===== config.mk =====
export PLATFORM = sky130hd
export DESIGN_NAME = layer4_buf_ctrl
export DESIGN_NICKNAME = d
export VERILOG_FILES = /design/src/rtl/layer4_buf_ctrl.sv
export SDC_FILE = /design/constraint.sdc
export NUM_CORES = 1
export LEC_CHECK = 0
export CORE_AREA = 2 2 315 317
export DETAILED_ROUTE_END_ITERATION = 8
export DIE_AREA = 0 0 317 319
export GPL_ROUTABILITY_DRIVEN = 0
export GPL_TIMING_DRIVEN = 0
export PLACE_DENSITY_LB_ADDON = 0.3
export RECOVER_POWER = 50
export SYNTH_ARGS = -nofsm -noshare
export SYNTH_HDL_FRONTEND = slang
export SYNTH_SLANG_ARGS = --single-unit

===== constraint.sdc =====
create_clock -name CK -period 5.12 [get_ports CK]
set_clock_uncertainty 0.2 [all_clocks]
set_input_delay 1.536 -clock CK [delete_from_list [all_inputs] [get_ports CK]]
set_output_delay 1.536 -clock CK [all_outputs]
set_load 0.05 [all_outputs]

===== src/rtl/layer4_buf_ctrl.sv =====
// rtl/layer4_buf_ctrl.sv - layer4 SRAM fill/readback controller (port A writes, port B reads)
module layer4_buf_ctrl #(
  parameter int DEPTH = 144,
  parameter int AW    = 8
) (
  input  logic          CK,
  input  logic          RSTN,
  input  logic          clear,
  input  logic          wr_valid,
  output logic          wr_ready,
  input  logic [127:0]  wr_data,
  input  logic          rd_req,
  output logic          rd_ready,
  input  logic [AW-1:0] rd_addr,
  output logic          rd_valid,
  output logic [127:0]  rd_data,
  output logic          full,
  output logic [AW-1:0] wr_count,
  output logic          OEA,
  output logic          OEB,
  output logic          WEAN,
  output logic          WEBN,
  output logic [AW-1:0] A,
  output logic [AW-1:0] B,
  output logic [127:0]  DIA,
  output logic [127:0]  DIB,
  input  logic [127:0]  DOA,
  input  logic [127:0]  DOB
);

  typedef enum logic [1:0] {ST_EMPTY, ST_FILL, ST_FULL} state_t;

  localparam logic [AW-1:0] LAST_IDX  = AW'(DEPTH - 1);
  localparam logic [AW:0]   DEPTH_EXT = (AW + 1)'(DEPTH);

  state_t state;
  logic   wr_accept;
  logic   rd_accept;
  logic   unused_doa;

  // Handshakes; gated by RSTN so nothing is accepted while reset is held.
  // A read is only allowed below the write pointer, which also keeps A != B.
  always_comb begin
    wr_ready  = RSTN && !clear && (state != ST_FULL);
    wr_accept = wr_valid && wr_ready;
    rd_ready  = RSTN && !clear
                && ({1'b0, rd_addr} < {1'b0, wr_count})
                && ({1'b0, rd_addr} < DEPTH_EXT);
    rd_accept = rd_req && rd_ready;
  end

  // SRAM pin drive: port A write-only, port B read-only.
  always_comb begin
    WEAN    = !wr_accept;
    A       = wr_count;
    DIA     = wr_data;
    OEA     = 1'b0;
    WEBN    = 1'b1;
    DIB     = '0;
    OEB     = rd_accept;
    B       = rd_addr;
    rd_data = rd_valid ? DOB : '0;
  end

  // Port A read data has no consumer; reduce it so it is visibly consumed.
  assign unused_doa = ^DOA;

  // Fill state machine, write pointer and one-cycle read-valid pipeline.
  always_ff @(posedge CK or negedge RSTN) begin
    if (!RSTN) begin
      state    <= ST_EMPTY;
      wr_count <= '0;
      rd_valid <= 1'b0;
      full     <= 1'b0;
    end else begin
      // A read accepted before clear still returns its data.
      rd_valid <= rd_accept;
      if (clear) begin
        state    <= ST_EMPTY;
        wr_count <= '0;
        full     <= 1'b0;
      end else if (wr_accept) begin
        wr_count <= wr_count + 1'b1;
        if (wr_count == LAST_IDX) begin
          state <= ST_FULL;
          full  <= 1'b1;
        end else begin
          state <= ST_FILL;
        end
      end
    end
  end

endmodule


# == Yosys cells after proc, flatten, opt, wreduce, memory -nomap -nowiden ==
# Cells that the tools add are included.
# totals
regBits,12
input_bits,397
output_inout_bits,416
wordCells,29
# op_classes
n_addsub,1
magnitude_cmp,2
eq_ne,2
mux,9
reduce_logical,11
# op_table
cell,count
$mux W128,1
$mux W8,2
$add A8 B1 Y8 const B,1
$eq A8 B8 Y1 const B,1
$lt A8 B8 Y1,1
$lt A8 B8 Y1 const B,1
$logic_and A1 B1 Y1,6
$mux W2,3
$reduce_bool A2 Y1,2
$mux W1,3
$logic_not A1 Y1,2
$ne A2 B2 Y1 const B,1
$reduce_and A2 Y1,1

# == Depth between registers and ports, before layout ==
# Gate-level depths: netlist of run 1.
# depth
ltp_word,6
ltp_mapped,6
depth_no_buf,6

# == Worst setup path after synthesis of run 1 ==
# No wires, ideal clock.
# synth_timing
path_kind,input to output
startpoint,input port rd_addr[1]
endpoint,output port OEB
arrival_time_ns,3.004
required_time_ns,3.384
slack_ns,0.380
stages,5
path_buffers,0
path_cell_list,ha_1 -> or3b_1 -> o2111ai_1 -> a31oi_1 -> nor3b_2
# synth_via
elab_chain_cells,4
elab_cells_between_ends,5
classes_between,order compare (2); reduce/logical (3)
# synth_lines
element,line_no,rtl
start: declaration,14,"input logic [AW-1:0] rd_addr,"
$lt A8 B8 Y1,47,"&& ({1'b0, rd_addr} < {1'b0, wr_count})"
$logic_and A1 B1 Y1,47,
$logic_and A1 B1 Y1 *,48,"&& ({1'b0, rd_addr} < DEPTH_EXT);"
$logic_and A1 B1 Y1 *,49,rd_accept = rd_req && rd_ready;
end: declaration,20,"output logic OEB,"
# Every way passes the cells marked *; elsewhere a longest branch is shown, timed or not.

# == Worst setup path in the final report of run 1 ==
# layout_timing
startpoint,input port DOB[93]
endpoint,output port rd_data[93]
# layout_via
elab_chain_cells,1
# layout_lines
element,line_no,rtl
start: declaration,28,input logic [127:0] DOB
$mux W128,62,rd_data = rd_valid ? DOB : '0;
end: declaration,16,"output logic [127:0] rd_data,"
# No other way between the ends.

==> results of run 1 <==
## critical path, delay by kind of cell
family / cells / cell delay, ns
buffers and inverters: 2 / 1.63
AND/OR/NAND/NOR: 1 / 0.13
## kinds of logic (layout without fill, tap and decap cells)
group / after synthesis / in the layout / share of synthesized area, %
buffers and inverters: 297 / 726 / 57.77
and+or+nand+nor: 162 / 162 / 27.52
DFF: 12 / 12 / 8.094
AOI/OAI and AO/OA: 11 / 11 / 2.058
adders and majority gates: 8 / 8 / 2.698
xor gates and xnor gates: 7 / 7 / 1.653
other: 2 / 134 / 0.2024
## timing repair
item | 4_1_cts | 5_1_grt
endpoints found under the setup margin | 7 | 2
resized for setup | 23 | 4
cloned | 0 | 0
## cells in the mapped netlist (3+ instances only)
| cell | count | area share [%] |
|---|---|---|
| nor4_2 | 3 | 1.0 |
| buf_4 | 274 | 55 |
| and2_1 | 128 | 22 |
| inv_1 | 8 | 0.81 |
| ha_1 | 8 | 2.7 |
| nor2_1 | 11 | 1.1 |
| nand2_1 | 4 | 0.40 |
| xnor2_1 | 6 | 1.4 |
| a21oi_1 | 3 | 0.40 |
| nand4_1 | 3 | 0.51 |
| nand3_1 | 3 | 0.40 |
| clkbuf_1 | 15 | 1.5 |
| dfrtp_1 | 12 | 8.1 |
## state kept, by name (all words and copies together) (netlist names)
| name | count |
|---|---|
| A | 8 |
| state | 2 |
| full | 1 |
| rd_valid | 1 |
## per-stage QoR
| step | std cells | cell area, um2 | total power [mW] | utilization [%] | hold WS, ns |
|---|---|---|---|---|---|
| after floorplan | 627 | 4190 | 0.7301 | - | 0.3063 |
| after global placement | 2340 | 10060 | 1.015 | 10.30 | 0.2933 |
| after detailed placement | 2340 | 10070 | 1.016 | 10.30 | 0.2939 |
| after CTS | 2343 | 10130 | 1.159 | 10.37 | 0.3234 |
| after global routing | 2343 | 10100 | 1.178 | 10.33 | 0.3898 |
| final | 2347 | 10110 | 1.130 | 10.35 | 0.3048 |
## layout make-up
cell class / count / area, um2 / share of cell area, %
multi-input cells: 318 / 1723 / 17.05
inverters: 8 / 30.03 / 0.2971
diodes: 4 / 10.01 / 0.09903
flip-flops and latches: 12 / 300.3 / 2.971
clock buffers: 3 / 75.07 / 0.7428
repair buffers: 426 / 4244 / 41.99
well taps: 1287 / 1610 / 15.93
plain buffers: 289 / 2115 / 20.92
## per-layer routing
metal	wire, um	track usage (%)
met5	95	0
met4	116	0.3145
met3	5779	3.934
met2	14240	9.373
met1	13500	7.368
## worst paths after layout
| kind | from | endpoint | slack [ns] |
|---|---|---|---|
| worst min-delay path | full | full | 0.30 |
| max in group asynchronous | RSTN | A[2] | 3.31 |
| worst max register to register | A[1] | rd_valid | 3.15 |
| worst min register to register | full | full | 0.30 |
| worst max-delay path | DOB[93] | rd_data[93] | 0.08 |
| min in group asynchronous | RSTN | A[7] | 1.11 |
## power breakdown
part | leakage, nW | internal [mW] | switching, mW
combinational | 4.07 | 0.324 | 0.566
sequential | 0.167 | 0.0963 | 0.00198
clock | 0.0370 | 0.102 | 0.0404
==> summary.md, run 1 <==
| Metric | Value |
|---|---|
| CTS tree | `yes` |
| LEAKAGE | `between 4 and 5 nW` |
| Hold buffers post-CTS | `0` |
| Post-CTS Setup Repair Bufs | `0` |
| DIE HEIGHT | `about 320 um` |
| Fin. max-slew vios | `0` |
| Post-Syn Area | `between 0.003 and 0.004 mm2` |
| Floorplan core area | `just under 0.1 mm2` |
| Avg Cell Area, Syn | `approximately 7.4 um2` |
| Root Driver | `clkbuf_16` |
| Kind of critical path | `in2out` |
| Crit path time final | `about 5 ns` |
| Final setup viols | `0` |
| Yosys Warn Count | `0` |
| Max-Cap Viols | `0` |
| P per Cell Area | `111.8 mW/mm2` |
| DR DRC count | `0` |
| Clk_lat worst skew | `around 0.24 ns` |
| Total number of vias | `between 4,000 and 5,000` |
| Hold Path Depth | `2` |
| Die Width | `317 um` |
| CP Launch Type | `input port` |
| Worst-Margin Slew | `roughly 1 ns` |
| RSZ-0062 raised after global routing | `false` |
| Final worst slack | `0.08259 ns` |
| Post-synthesis async set-or-reset flop share | `100.0%` |
| Post-route ant nets | `0` |
| Clock slew at reported path FFs | `about 0.04 ns` |
| Worst EP required | `about 3.4 ns` |
| CP Max Fanout | `1` |
| Io pins | `813` |
| First drt pass iteration count | `4` |
| Worst Setup End Kind | `primary output` |
| R2r worst-path depth | `6` |
| Initial antenna violation count | `14` |
| Cells after synthesis | `499` |
| Endpoints failing hold | `0` |
| Max Root-Sink Buffers | `2` |
| #FFs+latches synth | `12` |
| Sequential share of the synthesized area | `8.094%` |
| Initial Util | `3.797%` |
| Std-Cell Rows | `approximately 120` |
| Filler Cell Count | `11,400` |
| Status | `completed` |
| Period utilization | `about 98%` |
| Vias per cell | `between 1.5 and 2` |
| Top cell by count, worst path | `clkdlybuf4s50_1` |
| Initial drt markers | `50` |
| Area Overhead vs Synth | `172.4%` |
| Worst endpoint data arrival time | `~3.3 ns` |
| Clk sinks | `12` |
| Detailed Place HPWL | `approximately 32,000 um` |
| Synth unique cells | `33` |
| Commonest cells after routing, fill and taps aside | `clkdlybuf4s50_1 (283), buf_4 (274), dlygate4sd3_1 (132)` |
| Commonest non-fill, non-tap cell in the layout | `clkdlybuf4s50_1` |
| EDFF count, synth | `0` |
| IO Port Bufs | `between 400 and 500` |
| Vias in the first global route | `about 4,400` |
| Peak VDD IR | `between 0.00007 and 0.00008 V` |
| Cts bufs inserted | `3` |
| Critical Path Max Stage Delay | `about 1.2 ns` |
| Largest net degree at the start of global routing | `15` |
| Fmax | `~200 MHz` |
| Routed WL | `roughly 34,000 um` |
| Global-route wire length before repair | `just over 40,000 um` |
| Crit path cell chain | `clkdlybuf4s50_1 -> and2_1 -> clkdlybuf4s50_1` |
| Slowest CP cell | `clkdlybuf4s50_1` |
| Total track usage | `6.082%` |
| Hold Crit Class | `reg2reg` |
| Total gr overflow | `0` |
| Layout cells sized above 1 | `between 20% and 30%` |
| Htree depth | `1` |
| Setup Total Neg Slack | `0 ns` |
| Post-Place Setup Slack | `-1.327 ns` |
| Die area | `slightly above 0.1 mm2` |
| Final #Nets | `approximately 1,500` |
| Max transition margin | `between 30% and 40%` |
| Wirelength per Cell | `14.37 um` |
| Top FF cell, synth | `dfrtp_1` |
No activity file was read; power rests on OpenSTA's default activity.
==> run 2, diff against run 1 <==
--- a/config.mk
+++ b/config.mk
@@ -5,6 +5,7 @@
 export SDC_FILE = /design/constraint.sdc
 export NUM_CORES = 1
 export LEC_CHECK = 0
+export ABC_CLOCK_PERIOD_IN_PS = 5120
 export CORE_AREA = 2 2 315 317
 export DETAILED_ROUTE_END_ITERATION = 8
 export DIE_AREA = 0 0 317 319
@@ -12,6 +13,7 @@
 export GPL_TIMING_DRIVEN = 0
 export PLACE_DENSITY_LB_ADDON = 0.3
 export RECOVER_POWER = 50
+export SLEW_MARGIN = 25
 export SYNTH_ARGS = -nofsm -noshare
 export SYNTH_HDL_FRONTEND = slang
 export SYNTH_SLANG_ARGS = --single-unit
==> run 2 against run 1 <==
Via count is 0.15% higher. Non-clock buffer count is 1 higher. Clock power about the same. Power hardly changed. Hold slack got worse by 0.0054 ns. Critical path depth unchanged. Final cell count hardly changed. Final area grew 0.30%. Combinational power hardly changed. Clock-buffer cell count unchanged. Core utilization about the same. Critical endpoint is now rd_data[95]. Highest routed layer unchanged.
==> summary.md, run 2 (synthesis results as in run 1) <==
| Metric | Value |
|---|---|
| Total gr overflow | `0` |
| Cells after DPL | `roughly 2,300` |
| Clk sinks | `12` |
| Htree depth | `1` |
| Fin Hold WS | `about 0.3 ns` |
| Period utilization | `98.23%` |
| Worst endpoint data arrival time | `3.29 ns` |
| Final setup viols | `0` |
| Worst Setup End Kind | `primary output` |
| Post-route ant nets | `0` |
| Fin cells | `2,349` |
| DR DRC count | `0` |
| Max transition margin | `between 30% and 40%` |
| Crit path cell chain | `clkdlybuf4s50_1 -> and2_1 -> clkdlybuf4s50_1` |
| Slowest CP cell | `clkdlybuf4s50_1` |
| CTS tree | `yes` |
| Vias per cell | `around 2.0` |
| Worst-Margin Slew | `approximately 0.99 ns` |
| Std-Cell Rows | `115` |
| Critical Path Max Stage Delay | `1.15 ns` |
| Area Overhead vs Synth | `173.3%` |
| Status | `completed` |
| Layout cells sized above 1 | `a little over a quarter` |
| Hold buffers post-CTS | `0` |
| CP bufs+invs | `2` |
| Root Driver | `clkbuf_16` |
| Final core utilization | `about a tenth` |
| Die Width | `approximately 320 um` |
| CP Launch Type | `input port` |
| Top cell by count, worst path | `clkdlybuf4s50_1` |
| Max reg flops | `8` |
| P per Cell Area | `around 110 mW/mm2` |
| Total Power | `between 1 and 1.5 mW` |
| Cts bufs inserted | `3` |
| Kind of critical path | `in2out` |
| DIE HEIGHT | `319 um` |
| Commonest non-fill, non-tap cell in the layout | `clkdlybuf4s50_1` |
| CP Max Fanout | `1` |
| Endpoints failing hold | `0` |
| Largest net degree at the start of global routing | `15` |
| Die area | `around 0.10 mm2` |
| Initial drt markers | `between 60 and 70` |
| Filler Cell Count | `between 10,000 and 15,000` |
| Global-route wire length before repair | `slightly above 40,000 um` |
| Crit path time final | `5.029 ns` |
| Wirelength per Cell | `approximately 14 um` |
| Max Root-Sink Buffers | `2` |
| Clock slew at reported path FFs | `roughly 0.040 ns` |
| Vias in the first global route | `~4,500` |
| Max-Cap Viols | `0` |
| Fin. max-slew vios | `0` |
| First drt pass iteration count | `4` |
| Worst EP required | `3.38 ns` |
| Detailed Place HPWL | `approximately 32,000 um` |
| Commonest cells after routing, fill and taps aside | `clkdlybuf4s50_1 (283), buf_4 (274), dlygate4sd3_1 (132)` |
| Total number of vias | `about 4,600` |
| RSZ-0062 raised after global routing | `false` |
| Total track usage | `under 10%` |
| IO Port Bufs | `~430` |
| Setup Total Neg Slack | `0 ns` |
| Io pins | `about 810` |
| Fmax | `~200 MHz` |
| Hold Crit Class | `reg2reg` |
| Floorplan core area | `just under 0.1 mm2` |
| Initial Util | `under 10%` |
| CP delay by family, top | `buffers and inverters` |
| Initial antenna violation count | `14` |
| Final #Nets | `between 1,000 and 1,500` |
| Routed WL | `33,800 um` |
| LEAKAGE | `~4.3 nW` |
| Clk_lat worst skew | `~0.24 ns` |
| Peak VDD IR | `between 0.00007 and 0.00008 V` |
[run 2: cell count changes in the layout (fill, tap and decap cells not counted), sizes merged]
cell	change
buf	+1
diode	+1
[run 2: cell type report]
type / instances / area [um2] / share of cell area [%]
clock buffer: 3 / 75.07 / 0.7406
antenna: 5 / 12.51 / 0.1234
multi-input combinational: 318 / 1723 / 17.00
timing repair buffer: 427 / 4272 / 42.14
buffer: 289 / 2115 / 20.86
tap: 1287 / 1610 / 15.88
inverter: 8 / 30.03 / 0.2962
sequential: 12 / 300.3 / 2.962
[run 2: timing repair]
| action | 4_1_cts | 5_1_grt |
|---|---|---|
| resized for setup | 23 | 4 |
| setup endpoints to repair | 7 | 2 |
| setup buffers | 0 | 0 |
| hold endpoints to repair | 0 | 0 |
[run 2: per-stage QoR]
step,setup slack [ns],instance area [um2]
finish,0.09051,10140
global placement,-1.304,10060
CTS,-0.04773,10160
global route,0.01334,10120
floorplan,0.3801,4190
detailed placement,-1.316,10090
[run 2: final timing paths]
path / cells past startpoint / to / from / slack, ns
min in group asynchronous: 1 / A[7] / RSTN / 1.11
hold reg to reg: 2 / full / full / 0.30
hold / removal: 2 / full / full / 0.30
setup reg to reg: 6 / rd_valid / A[1] / 3.16
setup / recovery: 3 / rd_data[95] / DOB[95] / 0.09
max in group asynchronous: 1 / A[2] / RSTN / 3.32
[run 2: routing by layer]
| metal | GRT usage [%] | part of all wire (%) |
|---|---|---|
| met1 | 7.507 | 41 |
| met2 | 9.329 | 42 |
| met3 | 3.752 | 16 |
| met4 | 0.3040 | 0.24 |
| met5 | 0 | 0.37 |
[run 2: worst min-delay path: stages (launching register included)]
cell     delay, ns
dfrtp_1       0.34
a21oi_1       0.04
nor2_1        0.08
[run 2: power by group]
group	leakage (nW)	total [mW]	internal, mW	switching (mW)
registers	0.167	0.0983	0.0963	0.00205
logic	4.08	0.891	0.325	0.566
clock network	0.0370	0.140	0.102	0.0382
==> run 3, diff against run 2 <==
--- a/config.mk
+++ b/config.mk
@@ -5,11 +5,12 @@
 export SDC_FILE = /design/constraint.sdc
 export NUM_CORES = 1
 export LEC_CHECK = 0
-export ABC_CLOCK_PERIOD_IN_PS = 5120
+export ABC_CLOCK_PERIOD_IN_PS = 5900
 export CORE_AREA = 2 2 315 317
+export CTS_CLUSTER_SIZE = 30
 export DETAILED_ROUTE_END_ITERATION = 8
 export DIE_AREA = 0 0 317 319
-export GPL_ROUTABILITY_DRIVEN = 0
+export GPL_ROUTABILITY_DRIVEN = 1
 export GPL_TIMING_DRIVEN = 0
 export PLACE_DENSITY_LB_ADDON = 0.3
 export RECOVER_POWER = 50
==> constraint.sdc (replaced) <==
create_clock -name CK -period 5.9 [get_ports CK]
set_clock_uncertainty 0.2 [all_clocks]
set_input_delay 1.77 -clock CK [delete_from_list [all_inputs] [get_ports CK]]
set_output_delay 1.77 -clock CK [all_outputs]
set_load 0.05 [all_outputs]
==> run 3 against run 2 <==
Critical path depth rose by 3. Final cell count barely moved. Clock-buffer cell count unchanged. First-iteration DRC count decreased by 1.5%. Combinational power decreased by 13%. Critical endpoint is now rd_ready. Largest cell class unchanged. Core utilization about the same. Clock power down 14%.
==> summary.md, run 3 (synthesis results as in run 1) <==
| Metric | Value |
|---|---|
| P per Cell Area | `96.70 mW/mm2` |
| Final core utilization | `between 10% and 20%` |
| Worst endpoint data arrival time | `approximately 3.8 ns` |
| LEAKAGE | `between 4 and 5 nW` |
| Routed WL | `approximately 34,000 um` |
| Max Root-Sink Buffers | `2` |
| Root Driver | `clkbuf_16` |
| First drt pass iteration count | `4` |
| DR DRC count | `0` |
| Endpoints failing hold | `0` |
| Worst setup startpoint | `rd_addr[0]` |
| Period utilization | `97.67%` |
| Post-CTS Setup Repair Bufs | `0` |
| Htree depth | `1` |
| Final #Nets | `1,464` |
| Kind of critical path | `in2out` |
| Worst Setup EP | `rd_ready` |
| Max-Cap Viols | `0` |
| Wirelength per Cell | `about 14 um` |
| Total gr overflow | `0` |
| R2r worst-path depth | `5` |
| Initial antenna violation count | `14` |
| DIE HEIGHT | `roughly 320 um` |
| Commonest cells after routing, fill and taps aside | `clkdlybuf4s50_1 (290), buf_4 (275), dlygate4sd3_1 (131)` |
| Peak VDD IR | `~0.00006 V` |
| Post-route ant nets | `0` |
| R2R Setup Slk | `3.97 ns` |
| Post-route cell area | `between 0.01 and 0.015 mm2` |
| Initial drt markers | `64` |
| RD Place Congestion | `0.7673` |
| Commonest non-fill, non-tap cell in the layout | `clkdlybuf4s50_1` |
| CP Max Fanout | `2` |
| RSZ-0062 raised after global routing | `false` |
| Largest net degree at the start of global routing | `15` |
| Layout cells sized above 1 | `between 20% and 30%` |
| Detailed Place HPWL | `~32,000 um` |
| Final worst slack | `around 0.14 ns` |
| Initial Util | `~3.8%` |
| IO Port Bufs | `between 400 and 500` |
| Fin. max-slew vios | `0` |
| Filler Cell Count | `11,360` |
| Hold Crit Class | `reg2reg` |
| CP Launch Type | `input port` |
| Floorplan core area | `0.09770 mm2` |
| Post-Place Setup Slack | `-1.004 ns` |
| Crit path time final | `5.763 ns` |
| Std-Cell Rows | `between 100 and 150` |
| Die area | `between 0.1 and 0.15 mm2` |
| Cts bufs inserted | `3` |
| Total track usage | `6.081%` |
| Total number of vias | `roughly 4,600` |
| Status | `completed` |
| Post-DP Area | `0.01009 mm2` |
| Worst EP required | `3.93 ns` |
| Final setup viols | `0` |
| Global-route wire length before repair | `~40,000 um` |
| Max transition margin | `around 27%` |
| Worst Setup End Kind | `primary output` |
| Io pins | `between 800 and 900` |
| Max reg flops | `8` |
| CTS tree | `yes` |
| Clock slew at reported path FFs | `roughly 0.040 ns` |
| Vias in the first global route | `between 4,000 and 5,000` |
| Die Width | `roughly 320 um` |
| Area Overhead vs Synth | `173.7%` |
| Worst r2r src | `A[0]` |
| Worst-Margin Slew | `about 1.1 ns` |
| Clk_lat worst skew | `0.24 ns` |
| Total Power | `~980 uW` |
| Fmax | `about 170 MHz` |
| Clk sinks | `12` |
| Vias per cell | `between 1.5 and 2` |
| RR Endpoint | `A[4]` |
-- run 3: power breakdown --
| part | internal [mW] | leakage (nW) | total (mW) | switching, mW |
|---|---|---|---|---|
| registers | 0.0836 | 0.167 | 0.0853 | 0.00171 |
| logic | 0.284 | 4.08 | 0.775 | 0.492 |
| clock network | 0.0881 | 0.0370 | 0.121 | 0.0332 |
| total | 0.455 | 4.29 | 0.982 | 0.527 |
-- run 3: worst min path at each step --
stage                     startpoint       end  slack (ns)  cells past startpoint
final                           full      full        0.30                      2
after global routing            full      full        0.38                      2
after CTS                       full      full        0.32                      2
after detailed placement        full      full        0.29                      2
after global placement          full      full        0.29                      2
after floorplan             state[0]  state[0]        0.31                      2
-- run 3: layout make-up --
cell class	instances	area [um2]	area share, %
tap	1287	1610	15.86
inverter	8	30.03	0.2957
antenna	4	10.01	0.09858
sequential	12	300.3	2.957
timing repair buffer	427	4290	42.25
multi-input combinational	318	1723	16.97
buffer	289	2115	20.83
clock buffer	3	75.07	0.7394
-- run 3: repair_timing --
item / 4_1_cts / 5_1_grt
resized for setup: 11 / 1
hold buffers: 0 / 0
gates cloned: 0 / 0
setup endpoints to repair: 4 / 2
-- run 3: metal layers --
layer  up-vias  share of wire, %  GRT usage [%]
li1       2248                 -              -
met1      1940                41          7.507
met2       364                42          9.329
met3        20                16          3.765
met4        16              0.25         0.3040
met5         -              0.43              0
-- run 3: through the flow --
stage | TNS, ns | hold slack (ns) | cells
floorplan | 0 | 0.3063 | 627
global placement | -1.772 | 0.2933 | 2340
detailed placement | -1.768 | 0.2939 | 2341
CTS | 0 | 0.3161 | 2344
global route | 0 | 0.3847 | 2344
finish | 0 | 0.2994 | 2348
-- run 3: critical path: stages --
cell and delay, ns:
clkdlybuf4s50_1 0.68, or3b_1 0.48, o2111ai_1 0.12, a31oi_1 0.15
nor2_1 0.18, clkdlybuf4s15_2 0.41
